==> config.mk <==
export PLATFORM = sky130hd
export DESIGN_NAME = regfile_wb_arbiter
export DESIGN_NICKNAME = d
export VERILOG_FILES = /design/src/rtl/regfile_wb_arbiter.sv
export SDC_FILE = /design/constraint.sdc
export NUM_CORES = 1
export LEC_CHECK = 0
export ABC_AREA = 1
export CAP_MARGIN = 20
export CORE_UTILIZATION = 50
export CTS_CLUSTER_DIAMETER = 120
export CTS_CLUSTER_SIZE = 8
export DETAILED_ROUTE_END_ITERATION = 8
export PLACE_DENSITY = 0.84
export SYNTH_ARGS = -nofsm -noshare
export SYNTH_HDL_FRONTEND = slang
export SYNTH_SLANG_ARGS = --single-unit
==> constraint.sdc <==
create_clock -name clk -period 3.5 [get_ports clk]
set_clock_uncertainty 0.1 [all_clocks]
set_input_delay 0.7 -clock clk [delete_from_list [all_inputs] [get_ports clk]]
set_output_delay 0.7 -clock clk [all_outputs]
set_load 0.005 [all_outputs]
==> src/rtl/regfile_wb_arbiter.sv <==
// Register-file writeback arbiter with a register scoreboard.
// Loads have absolute priority on the single write port. ALU results wait in
// a 2-entry FIFO, or skip it when the port is free and the FIFO is empty.
// A 32-bit pending scoreboard stalls decode on RAW/WAW hazards. A sticky
// error flag records any write to a register that had no outstanding claim.
module regfile_wb_arbiter (
  input  logic        clk,
  input  logic        rst,
  input  logic        alu_valid,
  input  logic [4:0]  alu_dest,
  input  logic [31:0] alu_data,
  output logic        alu_ready,
  input  logic        mem_valid,
  input  logic [4:0]  mem_dest,
  input  logic [31:0] mem_data,
  input  logic        issue_valid,
  input  logic [4:0]  issue_src1,
  input  logic [4:0]  issue_src2,
  input  logic [4:0]  issue_dest,
  output logic        issue_stall,
  output logic        rf_write_enable,
  output logic [4:0]  rf_dest,
  output logic        rf_mem_sel,
  output logic [31:0] rf_alu_data,
  output logic [31:0] rf_mem_data,
  output logic [31:0] pending,
  output logic        wb_error
);

  // ALU request FIFO: two slots, wrapping 1-bit pointers, explicit occupancy
  logic [4:0]  fifo_dest_reg [2];
  logic [31:0] fifo_data_reg [2];
  logic        rd_ptr_reg, rd_ptr_next;
  logic        wr_ptr_reg, wr_ptr_next;
  logic [1:0]  count_reg, count_next;

  // Registered write-port state
  logic        rf_we_reg, rf_we_next;
  logic [4:0]  rf_dest_reg, rf_dest_next;
  logic        rf_sel_reg, rf_sel_next;
  logic [31:0] rf_alu_data_reg, rf_alu_data_next;
  logic [31:0] rf_mem_data_reg, rf_mem_data_next;

  // Scoreboard and error flag
  logic [31:0] pending_reg, pending_next;
  logic [31:0] set_vec, clr_vec;
  logic        wb_error_reg, wb_error_next;

  logic        alu_accept;
  logic        push, pop;

  assign alu_ready  = !rst && (count_reg < 2'd2);
  assign alu_accept = alu_valid && alu_ready;

  // Hazard check is purely combinational so decode can hold the same cycle
  assign issue_stall = issue_valid &&
                       (pending_reg[issue_src1] || pending_reg[issue_src2] ||
                        pending_reg[issue_dest]);

  // Pick this cycle's write: load first, then FIFO head, then direct ALU bypass
  always_comb begin
    rf_we_next       = 1'b0;
    rf_dest_next     = rf_dest_reg;
    rf_sel_next      = rf_sel_reg;
    rf_alu_data_next = rf_alu_data_reg;
    rf_mem_data_next = rf_mem_data_reg;
    push             = 1'b0;
    pop              = 1'b0;
    if (mem_valid) begin
      rf_we_next       = 1'b1;
      rf_dest_next     = mem_dest;
      rf_sel_next      = 1'b1;
      rf_mem_data_next = mem_data;
      push             = alu_accept;
    end else if (count_reg != 2'd0) begin
      rf_we_next       = 1'b1;
      rf_dest_next     = fifo_dest_reg[rd_ptr_reg];
      rf_sel_next      = 1'b0;
      rf_alu_data_next = fifo_data_reg[rd_ptr_reg];
      pop              = 1'b1;
      push             = alu_accept;
    end else if (alu_accept) begin
      rf_we_next       = 1'b1;
      rf_dest_next     = alu_dest;
      rf_sel_next      = 1'b0;
      rf_alu_data_next = alu_data;
    end
  end

  // FIFO pointer / occupancy bookkeeping; push and pop together leave count alone
  always_comb begin
    wr_ptr_next = push ? ~wr_ptr_reg : wr_ptr_reg;
    rd_ptr_next = pop  ? ~rd_ptr_reg : rd_ptr_reg;
    count_next  = count_reg + {1'b0, push} - {1'b0, pop};
  end

  // Scoreboard set/clear vectors; a clear lands one edge after the write strobe
  always_comb begin
    set_vec = '0;
    clr_vec = '0;
    if (issue_valid && !issue_stall) set_vec = 32'd1 << issue_dest;
    if (rf_we_reg)                   clr_vec = 32'd1 << rf_dest_reg;
  end

  // Per-bit scoreboard update: a coincident set beats a clear
  genvar gi;
  generate
    for (gi = 0; gi < 32; gi++) begin : g_pend
      assign pending_next[gi] = set_vec[gi] | (pending_reg[gi] & ~clr_vec[gi]);
    end
  endgenerate

  // Error latches when a write is scheduled for a register nobody claimed
  assign wb_error_next = wb_error_reg | (rf_we_next && !pending_reg[rf_dest_next]);

  // FIFO storage: data slots need no reset, occupancy alone decides validity
  always_ff @(posedge clk) begin
    if (!rst && push) begin
      fifo_dest_reg[wr_ptr_reg] <= alu_dest;
      fifo_data_reg[wr_ptr_reg] <= alu_data;
    end
  end

  // Control, write-port and scoreboard state registers
  always_ff @(posedge clk) begin
    if (rst) begin
      rd_ptr_reg      <= 1'b0;
      wr_ptr_reg      <= 1'b0;
      count_reg       <= 2'd0;
      rf_we_reg       <= 1'b0;
      rf_dest_reg     <= 5'd0;
      rf_sel_reg      <= 1'b0;
      rf_alu_data_reg <= 32'd0;
      rf_mem_data_reg <= 32'd0;
      pending_reg     <= 32'd0;
      wb_error_reg    <= 1'b0;
    end else begin
      rd_ptr_reg      <= rd_ptr_next;
      wr_ptr_reg      <= wr_ptr_next;
      count_reg       <= count_next;
      rf_we_reg       <= rf_we_next;
      rf_dest_reg     <= rf_dest_next;
      rf_sel_reg      <= rf_sel_next;
      rf_alu_data_reg <= rf_alu_data_next;
      rf_mem_data_reg <= rf_mem_data_next;
      pending_reg     <= pending_next;
      wb_error_reg    <= wb_error_next;
    end
  end

  assign rf_write_enable = rf_we_reg;
  assign rf_dest         = rf_dest_reg;
  assign rf_mem_sel      = rf_sel_reg;
  assign rf_alu_data     = rf_alu_data_reg;
  assign rf_mem_data     = rf_mem_data_reg;
  assign pending         = pending_reg;
  assign wb_error        = wb_error_reg;

endmodule

==> results.toml <==
[synthesis]
avgSynthCellArea_um2 = 8.21
yosys.area.top_type = "edfxtp_1"
synth.distinct_cells = 32
synthArstFlopShare = 0
synth-edff-count = 74
synth_top_family_by_area = "simple AND/OR/NAND/NOR gates"
synth-main-ff-cell = "dfxtp_1"
synth-compound-area-share = 0.180
synthAdderAreaFrac = 0.00294
syn-num-nets = 1132
synth.top_cell.area_share = 0.261
netlist_area_mm2 = 0.00851
muxShareOfSynthArea = 0
ys.warnings.count = 0
synth_xor_area_frac = 0.00103
synthCells = 1036
ys_seq_elements = 183
synth-simple-area-share = 0.231
seq_area_frac_synth = 0.518
synth_area_leaders = "edfxtp_1, dfxtp_1, o21ai_0"

[detailed_routing]
drtPass1Iterations = 5
via_per_inst = 5.79
routed_wl_um = 26400
drtIter0Drc = 799
num_vias = 8430
antenna_left = 0
post_drt_wl_per_cell_um = 18.2
drcViolationCount = 0

[critical_path]
r2r-end = "count_reg[1]"
start_kind = "input pin"
reg2reg_slack_ns = 1.11
cp-endpoint = "issue_stall"
crit_required_ns = 2.70
end_kind = "output pin"
crit_fanout = 4
critPathLaunch = "issue_src1[1]"
arrival_ns = 2.55
worstSetupPathType = "input pin to output pin"
rr_startpoint = "count_reg[1]"
ff2ff_path_depth = 10

[placed_design]
place_congestion = 0.962
hpwl_um = 18000
portBuffers = 199

[final_layout]
nets = 1318
antenna-diode-count = 0
area_growth_pct = 34.2
drive_gt1_frac = 0.0980
final_core_util = 0.688
largest_reg_flops = 64

[clock_network]
cts_tree = "built"
path_clk_slew_ns = 0.07
clock_sinks = 183
clock-root-buffer = "clkbuf_16"
clockBufferDepth = 2
cts_buffers = 17
clock_latency_ns = 0.43
htree_levels = 4

[timing]
fmax_ghz = 0.298
final-hold-violation-count = 0
period_minus_slack_ns = 3.35
worstMarginPinSlew_ns = 0.708
setup_violations = 0
period_share = 0.958
slew_headroom = 0.527
holdWs_ns = 0.353
maxSlewViolCount = 0
rsz0062_at_grt = "false"

[grt]
grt_first_pass_wirelength_um = 41000
grt-ovfl-total = 0
grt_antenna_before_repair = 2
globalRouteTotalUtil = 0.300
grt_max_degree = 66
grt_pass1_vias = 7678

[power]
ir_drop_uv = 395
p_int_w = 0.00436
p_leak_nw = 4.26
pwr_density_cell_mw_per_mm2 = 577
seq_power_share = 0.400
swShare = 0.339
p_sw_w = 0.00223
p_comb_frac = 0.322
clkPwrFrac = 0.278

[floorplanning]
fp.dieW_um = 132
boundaryPins = 200
num_rows = 47
coreArea_mm2 = 0.0166
initial_core_util = 0.513
dieHeight_um = 132
die_area_mm2 = 0.0175

[outcome]
status = "completed"

[min_path]
hold_path.class = "flop to flop"

[flow_run]
maxCapViolations = 0
power groups by stage:
stage	combinational (W)	sequential (W)	clock, W
floorplan	0.00122	0.00266	0
global placement	0.00204	0.00266	0
detailed placement	0.00207	0.00267	0
CTS	0.00210	0.00263	0.00185
global route	0.00232	0.00266	0.00195
finish	0.00212	0.00264	0.00183
metrics by stage:
stage               total power, W  setup WS [ns]    TNS, ns  instance area (µm²)  instances
floorplan                  0.00388          0.197          0                 8510       1036
global placement           0.00470        0.00732          0                10800       1420
detailed placement         0.00474      -0.000781  -0.000781                10800       1420
CTS                        0.00658         0.0360          0                11300       1452
global route               0.00693         0.0161          0                11400       1455
finish                     0.00659          0.148          0                11400       1455
placed cells by master (no fill, tap or decap), types with 2 or more instances in the layout:
master	n
clkinv_1	4
inv_1	63
a21oi_1	75
clkdlybuf4s50_1	194
dfxtp_1	109
o21ai_1	3
a31oi_1	32
dlymetal6s2s_1	5
clkinv_2	2
buf_12	3
o211ai_1	33
nand3_1	131
buf_4	29
nor2_1	123
o21ai_0	131
inv_8	2
inv_2	6
nor2_2	3
a21oi_4	2
buf_6	4
clkbuf_1	2
nand4_1	12
or2_2	34
inv_6	3
edfxtp_1	74
clkinvlp_4	3
nor3_1	4
clkbuf_16	18
nor4_1	4
ha_1	2
nand2_1	110
nor2_4	4
nand2_2	3
cell type report:
type                            count  area, µm²
Inverter                           71        267
Multi-Input combinational cell    713       3570
Sequential cell                   183       4400
Tap cell                          220        275
Clock buffer                       19        433
Timing Repair Buffer              236       2350
Clock inverter                     13        119
Fill cell                        1281       5170
timing repair:
action                     4_1_cts  5_1_grt
cloned                           0        1
setup buffers                    0        2
hold buffers                     0        0
pin swaps                        0        1
resized for setup                1       14
setup endpoints to repair        1        1
cell families after synthesis:
| family | after synthesis |
|---|---|
| compound gates | 279 |
| flops | 183 |
| simple gates | 431 |
| xor+xnor | 1 |
| fa+ha+maj | 2 |
| buf+inv | 140 |
worst min path at each step:
stage | start | slack [ns] | cells past startpoint | end
detailed placement | wb_error | 0.34 | 2 | wb_error
CTS | rd_ptr_reg | 0.36 | 1 | flop
finish | wb_error | 0.35 | 2 | wb_error
global placement | rd_ptr_reg | 0.34 | 1 | flop
floorplan | rd_ptr_reg | 0.33 | 1 | flop
global route | wb_error | 0.38 | 2 | wb_error
synth_stat cells, types with 5 or more instances:
master,count
buf_4,6
dfxtp_1,109
buf_2,9
o211ai_1,33
inv_1,64
nand3_1,131
nand2_1,112
o21ai_0,132
inv_2,5
clkbuf_1,48
a31oi_1,32
or2_2,34
nand4_1,12
a21oi_1,77
nor2_1,125
edfxtp_1,74
critical path, cell delays in order:
cell and delay [ns]:
clkdlybuf4s50_1 0.46, buf_4 0.17, a21oi_1 0.10, o21ai_0 0.10
nand3_1 0.10, nand3_1 0.07, nand3b_1 0.08, nand2_1 0.06
nand2_2 0.09, o21ai_2 0.07, inv_1 0.05, clkdlybuf4s50_1 0.48
metal layers:
metal,track usage,part of all wire,vias up
met2,0.486,0.47,494
met4,0.123,0.032,2
met3,0.0640,0.098,65
li1,-,-,3971
met1,0.392,0.40,3898
met5,0,0.00034,-
No activity file was read; power rests on OpenSTA's default activity.
==> variant 1, RTL diff (config.mk and constraints unchanged) <==
Register the output `wb_error` once more, with the module's reset; this adds one clock of latency there. The other outputs are not delayed to match.
--- a/src/rtl/regfile_wb_arbiter.sv
+++ b/src/rtl/regfile_wb_arbiter.sv
@@ -156,3 +156,9 @@
   assign pending         = pending_reg;
-  assign wb_error        = wb_error_reg;
+  always_ff @(posedge clk) begin
+    if (rst) begin
+      wb_error <= '0;
+    end else begin
+      wb_error <= wb_error_reg;
+    end
+  end
 
Function: changed (a bounded check fails within 4 cycles, from zero or initial values and one cycle with rst high).
==> variant 1 against the unedited design <==
Sequential cell count up 1; worst setup slack better by 0.68 ps; total power increased by 2.5%; design area rose by 0.47%; critical path type unchanged; routed wire length grew 1.2%; utilization increased by 0.080 points; area after synthesis rose by 0.50%.
==> variant 1: results (changes against the unedited design) <==
Yosys
  • Cell variety after synth: 34 (+6.3%)
  • Count leader, synth: o21ai_0
  • Post-Syn Instances: 1,033 (-0.29%)
  • Synth top area cells: edfxtp_1, dfxtp_1, o21ai_0
  • Top cells by count, synth: o21ai_0, nand3_1, nor2_1
  • Post-synth EDFFs: 74 (unchanged)
  • Syn nets: 1,129 (-0.27%)
  • Asr flop ratio synth: 0% (unchanged)
  • Synth Flop Type: dfxtp_1
  • Ys Warns: 0 (unchanged)
  • Sequential share of the synthesized area: 51.7% (about the same)

Pwr
  • Leakage: 0.00432 uW (+1.3%)
  • Max rail drop VDD: 441 uV (+12%)

Global route
  • Vias in the first global route: 8,077 (+5.2%)
  • Largest net degree at the start of global routing: 70 (+6.1%)
  • All-layer global routing usage: 30.6% (+0.56 points)
  • First-pass GRT wire length: 42,200 um (+2.8%)
  • Antenna violations before repair: 1 (-1)

Placement
  • DP Wirelength: 17,900 um (-0.10%)
  • Routability congestion estimate: 0.988 (+2.7%)
  • Port Buffers: 199 (unchanged)

Clocking
  • CTS HTree Levels: 4 (unchanged)
  • Clock Path Buffers: 2 (unchanged)
  • Clock Pin Slew Worst Setup and Hold Paths: 70 ps (about the same)
  • Clock latency on the worst-skew pair: 430 ps (about the same)
  • CTS Buf Count: 17 (unchanged)
  • CTS root buf: clkbuf_16

STA
  • Worst Tran Pin Value: 702 ps (-5.85 ps)

Drt
  • DRT iter0 DRCs: 937 (+17%)
  • Drt pass-1 iters: 6 (+1)
  • Routed wire length: 26,700 um (+1.2%)
  • DR vias: 8,453 (+0.27%)

Worst setup path
  • Crit path max fanout: 5 (+1)

Finish
  • Share of layout cells above drive strength 1: 10.0% (+0.23 points)
  • Final non-filler cell total: 1,447 (-0.55%)
  • Nets: 1,310 (-0.61%)
  • # diodes: 0 (unchanged)
  • Max FFs per register: 64 (unchanged)

Worst hold path
  • Worst min-delay path category: register to register

Outcome
  • Status: complete, no violations
variant 1: worst paths after layout:
path            startpoint      endpoint  slack [ps]  depth (start not counted)
min           wb_error_reg      wb_error         350                          2
max reg2reg   count_reg[1]  count_reg[1]         980                         11
min reg2reg   wb_error_reg      wb_error         350                          2
max          issue_src2[2]   issue_stall         150                         11
variant 1: repair_timing:
action	CTS	global route
buffers inserted	0	1
gates resized for setup	1	15
setup endpoints to repair	1	1
cloned	0	2
variant 1: cell type report:
cell class / count / area (sq um)
multi-input cells: 714 / 3590
clock buffers: 19 / 443
fillers: 1314 / 5170
repair buffers: 232 / 2330
inverters: 65 / 246
clock inverters: 13 / 160
flip-flops and latches: 184 / 4420
well taps: 220 / 275
variant 1: stage by stage:
step / cell area [sq um] / utilization, % / power (uW) / setup slack, ps
after global placement: 10800 / 64.9 / 4720 / -15.3
after CTS: 11400 / 68.5 / 6750 / 30.4
after global routing: 11500 / 68.9 / 7090 / 27.1
after floorplan: 8550 / - / 3910 / 199
after detailed placement: 10800 / 64.9 / 4800 / -1.13
final: 11500 / 68.9 / 6750 / 149
variant 1: logic make-up (layout without fill, tap and decap cells):
kind of cell / count (synthesis) / count (layout) / synth area share, %
AOI/OAI and AO/OA: 280 / 280 / 18.1
xor gates and xnor gates: 1 / 1 / 0.102
adders and majority gates: 2 / 2 / 0.293
buffers and inverters: 135 / 329 / 6.61
DFF: 184 / 184 / 51.7
and+or+nand+nor: 431 / 431 / 23.2
variant 1: worst max-delay path: stages:
cell	delay, ps
clkdlybuf4s50_1	590
inv_1	140
nand3_1	110
nand2_1	60
nand2_1	60
nand3_1	80
nand2_2	100
nand2_2	90
o21ai_2	140
inv_1	50
clkdlybuf4s50_1	430
variant 1: report_power, final:
group	switching [uW]	total [uW]	internal (uW)
Clock	862	1960	1100
Sequential	160	2660	2500
Combinational	1250	2130	883
Total	2270	6750	4480
variant 1: per-layer routing:
metal | up-vias | part of all wire [%] | track usage (%)
li1 | 3951 | - | -
met1 | 3896 | 39 | 37.9
met2 | 510 | 48 | 50.8
met3 | 94 | 9.5 | 6.44
met4 | 2 | 4.0 | 15.1
met5 | - | 0.049 | 0
==> variant 2, RTL diff (config.mk and constraints unchanged) <==
Without the edit above. `rf_alu_data_reg`, `rf_mem_data_reg` and `pending_reg` no longer have a reset.
--- a/src/rtl/regfile_wb_arbiter.sv
+++ b/src/rtl/regfile_wb_arbiter.sv
@@ -132,5 +132,2 @@
       rf_sel_reg      <= 1'b0;
-      rf_alu_data_reg <= 32'd0;
-      rf_mem_data_reg <= 32'd0;
-      pending_reg     <= 32'd0;
       wb_error_reg    <= 1'b0;
@@ -143,7 +140,10 @@
       rf_sel_reg      <= rf_sel_next;
-      rf_alu_data_reg <= rf_alu_data_next;
-      rf_mem_data_reg <= rf_mem_data_next;
-      pending_reg     <= pending_next;
       wb_error_reg    <= wb_error_next;
     end
+  end
+
+  always_ff @(posedge clk) begin
+    rf_alu_data_reg <= rf_alu_data_next;
+    rf_mem_data_reg <= rf_mem_data_next;
+    pending_reg     <= pending_next;
   end
Behaviour: not the same (a bounded check fails within 4 cycles, from zero or initial values and one cycle with rst high).
==> variant 2 against the unedited design <==
Worst setup slack gained 54 ps; total power grew 18%; design area shrank 1.2%; count of clock-buffer cells in the layout is the same; critical endpoint unchanged; utilization grew 1.6 points; sequential cell count is the same; routed wire length shrank 8.2%; area after synthesis shrank 2.8%; critical path type unchanged; highest routed layer unchanged.
==> variant 2: results (changes against the unedited design) <==
Outcome
  • Status: complete, no violations

Global route
  • Met2 track demand over resource: 46.6% (-2.1 points)
  • Antenna violations before repair: 1 (-1)
  • Largest net degree at the start of global routing: 35 (-47%)
  • Vias in the first global route: 6,835 (-11%)
  • Met1 usage: 36.0% (-3.2 points)
  • GRT met3 Usage: 5.82% (-0.58 points)

Drt
  • DR WL/cell: 18.4 um (+1.2%)
  • Routed wire length: 24,300 um (-8.2%)
  • DRT iter0 DRCs: 668 (-16%)
  • Met3 wire length: 2280 um (-12%)

Worst setup path
  • Largest stage delay, worst path: 550 ps (+70 ps)
  • FF-to-FF path depth: 13 (+3)
  • Crit path max fanout: 5 (+1)
  • CP arrival: 2500 ps (-50 ps)
  • Worst R2R Setup Slack: 860 ps (-250 ps)
  • Reg-to-Reg End: wb_error

Yosys
  • Synth top area cells: edfxtp_1, dfxtp_1, nand2_1
  • Post-synth EDFFs: 138 (+86%)
  • Top cells by count, synth: nand2_1, edfxtp_1, nand3_1
  • Synth Flop Type: edfxtp_1
  • Cell variety after synth: 35 (+9.4%)

Pwr
  • Leakage: 0.00442 uW (+3.6%)
  • Max rail drop VDD: 499 uV (+26%)

Finish
  • Share of layout cells above drive strength 1: 8.70% (-1.1 points)
  • Nets: 1,188 (-9.9%)

Placement
  • Post-DP Area: 0.0107 sq mm (-1.2%)
  • Routability congestion estimate: 0.994 (+3.3%)
  • Pre-CTS setup slack: -134 ps (-134 ps)
  • Placed Cells: 1,286 (-9.4%)

STA
  • Slew margin rel.: 62.4% (+9.7 points)
-- variant 2: cell count changes after synthesis, sizes merged, moves of 32 or more --
cell	delta
or2	-32
o21ai	-61
dfxtp	-64
edfxtp	+64
nand2	+49
a31oi	-32
-- variant 2: cells by family after synthesis --
group	synth area share (%)
simple gates	21.1
fa+ha+maj	0.303
flops	61.0
xor+xnor	0.106
buf+inv	5.54
compound gates	12.0
-- variant 2: report_power, final --
group | internal [uW] | total, uW | switching [uW]
sequential | 2840 | 3260 | 423
combinational | 1160 | 2680 | 1510
clock | 990 | 1820 | 826
total | 4990 | 7760 | 2760
-- variant 2: layout make-up --
class	count	area (sq um)
clock inverter	12	121
timing repair buffer	240	2360
clock buffer	19	433
inverter	64	240
fill	1218	4720
sequential	183	5040
multi-input combinational	586	2810
tap	216	270
-- variant 2: timing repair --
action                     in CTS  in global routing
hold buffers                    0                  0
pin swaps                       0                  2
cloned                          0                  2
buffers inserted                0                  1
gates resized for setup         7                 10
setup endpoints to repair       1                  1
